`src/rtl/shadow_preset_register_bank_pkg.sv`:
```
// Shared types and helpers for the shadow/active preset register bank.
// Holds the load-source select, the width derivations and the byte-merge function.
package shadow_preset_pkg;

  typedef enum logic [1:0] {
    LD_NONE   = 2'd0,
    LD_RST    = 2'd1,
    LD_PRESET = 2'd2,
    LD_COMMIT = 2'd3
  } ld_src_e;

  // Widest register the merge helper handles; callers zero-extend into it.
  localparam int MAX_W  = 256;
  localparam int MAX_BE = MAX_W / 8;

  function automatic int calc_aw(input int n);
    return (n > 1) ? $clog2(n) : 1;
  endfunction

  function automatic int calc_be_w(input int w);
    return w / 8;
  endfunction

  function automatic logic [MAX_W-1:0] merge_bytes(
    input logic [MAX_W-1:0]  old_val,
    input logic [MAX_W-1:0]  new_val,
    input logic [MAX_BE-1:0] be
  );
    logic [MAX_W-1:0] res;
    res = old_val;
    for (int k = 0; k < MAX_BE; k++) begin
      if (be[k]) res[8*k +: 8] = new_val[8*k +: 8];
    end
    return res;
  endfunction

endpackage

```
`src/rtl/shadow_preset_register_bank_slice.sv`:
```
// One channel: shadow (staging) copy, active copy, pending flag and updated pulse.
// Load source and write qualification come from the bank-level decoder.
module preset_reg_slice
  import shadow_preset_pkg::*;
#(
  parameter int               WIDTH      = 32,
  parameter logic [WIDTH-1:0] RESET_VAL  = '0,
  parameter logic [WIDTH-1:0] PRESET_VAL = '1
) (
  input  logic               clk,
  input  logic               rst_n,
  input  ld_src_e            ld_src,
  input  logic               wr_accept,
  input  logic [WIDTH-1:0]   wr_data,
  input  logic [WIDTH/8-1:0] wr_be,
  output logic [WIDTH-1:0]   active,
  output logic               pending,
  output logic               updated
);

  logic [WIDTH-1:0] shadow_q, shadow_d;
  logic [WIDTH-1:0] active_q, active_d;
  logic             pending_q, pending_d;
  logic             updated_q, updated_d;

  always_comb begin
    shadow_d  = shadow_q;
    active_d  = active_q;
    pending_d = pending_q;
    updated_d = 1'b0;
    case (ld_src)
      LD_RST: begin
        shadow_d  = RESET_VAL;
        active_d  = RESET_VAL;
        pending_d = 1'b0;
      end
      LD_PRESET: begin
        shadow_d  = PRESET_VAL;
        active_d  = PRESET_VAL;
        pending_d = 1'b0;
        updated_d = 1'b1;
      end
      LD_COMMIT: begin
        active_d  = shadow_q;
        pending_d = 1'b0;
        updated_d = 1'b1;
      end
      default: ;
    endcase
    // A write landing on a commit edge stages new data after active took the old shadow.
    if (wr_accept && (ld_src == LD_NONE || ld_src == LD_COMMIT)) begin
      shadow_d  = WIDTH'(merge_bytes(MAX_W'(shadow_q), MAX_W'(wr_data), MAX_BE'(wr_be)));
      pending_d = 1'b1;
    end
  end

  always_ff @(posedge clk or negedge rst_n) begin
    if (!rst_n) begin
      shadow_q  <= RESET_VAL;
      active_q  <= RESET_VAL;
      pending_q <= 1'b0;
      updated_q <= 1'b0;
    end else begin
      shadow_q  <= shadow_d;
      active_q  <= active_d;
      pending_q <= pending_d;
      updated_q <= updated_d;
    end
  end

  assign active  = active_q;
  assign pending = pending_q;
  assign updated = updated_q;

endmodule

```
`src/rtl/shadow_preset_register_bank.sv`:
```
// Bank of NUM_REGS shadow/active channels with byte-enabled staged writes,
// write lock, per-channel preset, sync clear and atomic commit.
module shadow_preset_register_bank
  import shadow_preset_pkg::*;
#(
  parameter int                        WIDTH      = 32,
  parameter int                        NUM_REGS   = 4,
  parameter logic [WIDTH-1:0]          RESET_VAL  = '0,
  parameter logic [NUM_REGS*WIDTH-1:0] PRESET_VAL = '1,
  localparam int                       AW         = calc_aw(NUM_REGS),
  localparam int                       BE_W       = calc_be_w(WIDTH)
) (
  input  logic                      clk,
  input  logic                      rst_n,
  input  logic                      wr_en,
  input  logic [AW-1:0]             wr_addr,
  input  logic [WIDTH-1:0]          wr_data,
  input  logic [BE_W-1:0]           wr_be,
  output logic                      wr_err,
  input  logic                      lock,
  input  logic                      commit,
  input  logic                      sync_rst,
  input  logic [NUM_REGS-1:0]       sync_preset,
  input  logic                      rd_en,
  input  logic [AW-1:0]             rd_addr,
  output logic [WIDTH-1:0]          rd_data,
  output logic [NUM_REGS*WIDTH-1:0] active_out,
  output logic [NUM_REGS-1:0]       pending,
  output logic [NUM_REGS-1:0]       updated
);

  logic [WIDTH-1:0]    active [NUM_REGS];
  ld_src_e             ld_src [NUM_REGS];
  logic [NUM_REGS-1:0] wr_acc;
  logic                wr_in_range;
  logic                wr_hit_preset;
  logic                wr_ok;
  logic                wr_err_q, wr_err_d;
  logic [WIDTH-1:0]    rd_data_q, rd_data_d;
  logic [WIDTH-1:0]    rd_sel;

  always_comb begin
    wr_in_range   = (int'(wr_addr) < NUM_REGS);
    wr_hit_preset = 1'b0;
    for (int i = 0; i < NUM_REGS; i++) begin
      if (wr_addr == AW'(i) && sync_preset[i]) wr_hit_preset = 1'b1;
    end
    wr_ok    = wr_en && !lock && wr_in_range && !sync_rst && !wr_hit_preset;
    wr_err_d = wr_en && !sync_rst && (lock || !wr_in_range);
  end

  always_comb begin
    wr_acc = '0;
    for (int i = 0; i < NUM_REGS; i++) begin
      if (sync_rst)                    ld_src[i] = LD_RST;
      else if (sync_preset[i])         ld_src[i] = LD_PRESET;
      else if (commit && pending[i])   ld_src[i] = LD_COMMIT;
      else                             ld_src[i] = LD_NONE;
      wr_acc[i] = wr_ok && (wr_addr == AW'(i));
    end
  end

  genvar g;
  generate
    for (g = 0; g < NUM_REGS; g++) begin : g_slice
      preset_reg_slice #(
        .WIDTH      (WIDTH),
        .RESET_VAL  (RESET_VAL),
        .PRESET_VAL (PRESET_VAL[g*WIDTH +: WIDTH])
      ) u_slice (
        .clk       (clk),
        .rst_n     (rst_n),
        .ld_src    (ld_src[g]),
        .wr_accept (wr_acc[g]),
        .wr_data   (wr_data),
        .wr_be     (wr_be),
        .active    (active[g]),
        .pending   (pending[g]),
        .updated   (updated[g])
      );
      assign active_out[g*WIDTH +: WIDTH] = active[g];
    end
  endgenerate

  // Out-of-range read addresses fall through to zero.
  always_comb begin
    rd_sel = '0;
    for (int i = 0; i < NUM_REGS; i++) begin
      if (rd_addr == AW'(i)) rd_sel = active[i];
    end
    rd_data_d = rd_en ? rd_sel : rd_data_q;
  end

  always_ff @(posedge clk or negedge rst_n) begin
    if (!rst_n) begin
      wr_err_q  <= 1'b0;
      rd_data_q <= '0;
    end else begin
      wr_err_q  <= wr_err_d;
      rd_data_q <= rd_data_d;
    end
  end

  assign wr_err  = wr_err_q;
  assign rd_data = rd_data_q;

endmodule
```
`config.mk`:
```
export PLATFORM = sky130hd
export DESIGN_NAME = shadow_preset_register_bank
export DESIGN_NICKNAME = d
export VERILOG_FILES = /design/src/rtl/shadow_preset_register_bank_pkg.sv /design/src/rtl/shadow_preset_register_bank_slice.sv /design/src/rtl/shadow_preset_register_bank.sv
export SDC_FILE = /design/constraint.sdc
export NUM_CORES = 1
export LEC_CHECK = 0
export CORE_MARGIN = 3
export CORE_UTILIZATION = 55
export DETAILED_ROUTE_END_ITERATION = 12
export DONT_BUFFER_PORTS = 1
export HOLD_SLACK_MARGIN = 0.03
export PLACE_DENSITY = 0.82
export SYNTH_ARGS = -nofsm -noshare
export SYNTH_HDL_FRONTEND = slang
export SYNTH_HIERARCHICAL = 1
export SYNTH_SLANG_ARGS = --single-unit
```
`constraint.sdc`:
```
create_clock -name clk -period 1.9 [get_ports clk]
set_input_delay 0.285 -clock clk [delete_from_list [all_inputs] [get_ports clk]]
set_output_delay 0.285 -clock clk [all_outputs]
set_load 0.03 [all_outputs]
```
==> results.md <==
* Most common cell after layout, fill and taps aside: dfrtp_1
* Die ar. at 0.02607 mm^2
* CTS tree: built
* Area post-placement at roughly 0.014 mm^2
* Most frequent cells in the layout: dfrtp_1, nand2_1, a221o_1, o21ai_0, a21oi_1
* Power Dens Cells at 1004 mW/mm^2
* Adder-cell share of the synthesized area at 0.01506
* Hold Path Class: in -> async
* Rel. slew slack at 0.6163
* Final global-route overflow total at 0
* CP required at around 2.4 ns
* Top cell type by total area after synthesis: dfrtp_1
* Post-synthesis compound-gate area fraction at 0.2203
* #FFs+latches synth at 297
* Hold buffers post-CTS at 41
* CTS root buffer: clkbuf_16
* Setup-failing EPs final at 78
* Core Footprint at around 0.024 mm^2
* Area grow syn2layout at 15.93%
* Setup slack, reg-to-reg at -0.10 ns
* Final instance area at 0.01541 mm^2
* WS Path Type: reg -> reg
* Die Ht at 161.5 um
* Clock sink count at 297
* FF/Latch Area at 0.007437 mm^2
* Layout cells sized above 1 at 0.1635
* WL per Instance at 26.20 um
* Worst-path clk slew at 0.06 ns
* CP startpoint: g_slice[2].u_slice/pending
* Slew Limit Fails at 0
* Arrival time worst endpoint at 2.48 ns
* Final worst setup slack at -0.1004 ns
* Area of the mapped netlist at 0.01329 mm^2
* RSZ-0062 raised after global routing: true
* Pleak at 6.754 nW
* Area contributors post-synth: dfrtp_1, a221o_1, a21oi_1, mux2i_1, o21ai_0
* VDD IR-drop max at about 0.7 mV
* Clk_lat worst skew at roughly 0.55 ns
* # DRC at 0
* FF-to-FF Start: g_slice[2].u_slice/pending
* Period utilisation layout at 1.053
* GRT Overall Usage at 0.2974
* Max-cap violations at 0
* Via-to-Cell Ratio at between 6 and 7
* H-tree depth at 1
* Post-synthesis mux area share at 0.07531
* Multi-input gate area at about 0.0053 mm^2
* Post-Synth XOR/XNOR Area at 0
* First-pass DRT Iterations at 7
* Post-synthesis cell count at 1145
* Initial antenna violation count at 1
* Synth Area in Simple Gates at 0.07813
* Via count at 10.30k
* Initial Util at 0.5629
* Fillcell total at 1738
* Worst-path fanout max at 8
* Reg-to-Reg End: g_slice[2].u_slice/shadow_q[13]
* Worst slew pin tran at 0.5756 ns
* CP Launch Type: register
* Final net count at 1252
* Syn avg cell area at 11.61 um^2
* Outcome: finished with violations
* IO Port Bufs at 0
* DR iter-0 viols at 1307
* Final Hold Fails at 297
* Final wirelength at between 30000 and 40000 um
* Site Rows at 56
* I/O pin cnt at 220
* Minimum clock period at approximately 2.0 ns
* DP HPWL at 24290 um
* Largest net degree at the start of global routing at 298
* Syn nets at 1212
* Total power draw at 15.48 mW
* Hold_ws at -0.5572 ns
* Clock Path Buffers at 3
* Critical path destination: g_slice[2].u_slice/shadow_q[13]
* Total CTS buffers at 30
* Seq/Total Area, Yosys at 0.5592
* First-pass GRT wire length at 60990 um
* Area fraction of the dominant cell type after synthesis at 0.5592
* Violated checks: hold timing, setup timing
* Achievable frequency at 499.9 MHz
* Synth cell types at 29
* Chip width at 161.5 um
* Crit. End Element: register
* Number of global-route vias before repair at approximately 10k
* GPL Wtd Cong at 0.8564
* ANT nets after route at 0
* Worst Reg-to-Reg Cells at 9
* Post-Route Setup TNS at -2.749 ns
* Warnings from Yosys at 6
* Clock skew at 0.01293 ns
* Largest family of logic cells by synthesized area: compound AO/OA/AOI/OAI gates
* Placement Setup Slack at -0.4204 ns
timing repair:
action / in CTS / in global routing
gates cloned: 1 / 1
hold endpoints to repair: 458 / 297
setup buffers: 12 / 4
gates resized for setup: 16 / 18
pin swaps: 27 / 59
endpoints found under the setup margin: 127 / 159
worst min-delay path by stage:
stage,slack [ns],depth (start not counted),end,startpoint
floorplan,-0.01,0,g_slice[0].u_slice/active[0],rst_n
global placement,0.004,0,rd_data[9],rst_n
detailed placement,0.0008,0,rd_data[9],rst_n
CTS,-0.57,0,rd_data[5],rst_n
global route,-0.58,0,rd_data[11],rst_n
finish,-0.56,0,g_slice[2].u_slice/active[11],rst_n
synth_stat cells:
master / number
a221o_1: 128
inv_1: 8
nor3b_2: 1
nor3_1: 2
mux2i_4: 16
ha_1: 16
nand4bb_1: 1
nand2_1: 134
nor3b_1: 1
mux2i_1: 64
a21oi_1: 132
o21bai_1: 4
nor2b_4: 4
buf_4: 1
or2_2: 4
buf_2: 12
clkbuf_1: 68
buf_12: 4
nand2b_1: 33
buf_1: 3
or4b_4: 1
and2_4: 16
o21ai_0: 128
a21o_2: 4
nor2b_2: 4
o221ai_1: 32
dfrtp_1: 297
nor2_1: 5
buf_6: 22
per-stage QoR:
stage               std cells  hold slack, ns  utilization
finish                   1525         -0.5572       0.6526
global route             1525         -0.5785       0.6526
CTS                      1521         -0.5750       0.6494
detailed placement       1417       0.0008216       0.5826
floorplan                1145        -0.01059            -
global placement         1417        0.004162       0.5826
routing by layer:
layer,GRT usage,vias up,share of wire
li1,-,4340,-
met1,0.4032,5246,0.39
met2,0.4737,623,0.47
met3,0.08079,90,0.11
met4,0.09034,0,0.028
met5,0,-,0
report_power, final:
part | total (mW) | switching (mW) | internal [mW]
logic | 1.55 | 0.821 | 0.729
clock network | 5.88 | 2.41 | 3.47
registers | 8.04 | 1.13 | 6.91
flip-flops by register name, summed over array words and instances (netlist names):
register	flops
wr_err	1
rd_data	32
g_slice.u_slice/shadow_q	128
g_slice.u_slice/pending	4
g_slice.u_slice/active	128
g_slice.u_slice/updated	4
cells by family after synthesis:
logic type,Yosys count
AOI/OAI and AO/OA,428
DFF,297
and+or+nand+nor,206
buffers and inverters,118
muxes,80
adders and majority gates,16
area by class of cell:
class	count	area share
Antenna cell	1	0.0001624
Clock inverter	6	0.005197
Multi-Input combinational cell	731	0.3426
Timing Repair Buffer	117	0.08364
Sequential cell	297	0.4827
Inverter	8	0.001949
Tap cell	319	0.02590
Clock buffer	46	0.05790
critical path, cell delays in order (launching register included):
cell and delay, ns:
dfrtp_2 0.42, a21oi_2 0.17, nor2_2 0.07, inv_2 0.08, ha_4 0.21, nor2b_4 0.12
buf_12 0.14, buf_6 0.10, mux2i_4 0.39, a221o_1 0.22
No activity file was read; power rests on OpenSTA's default activity.
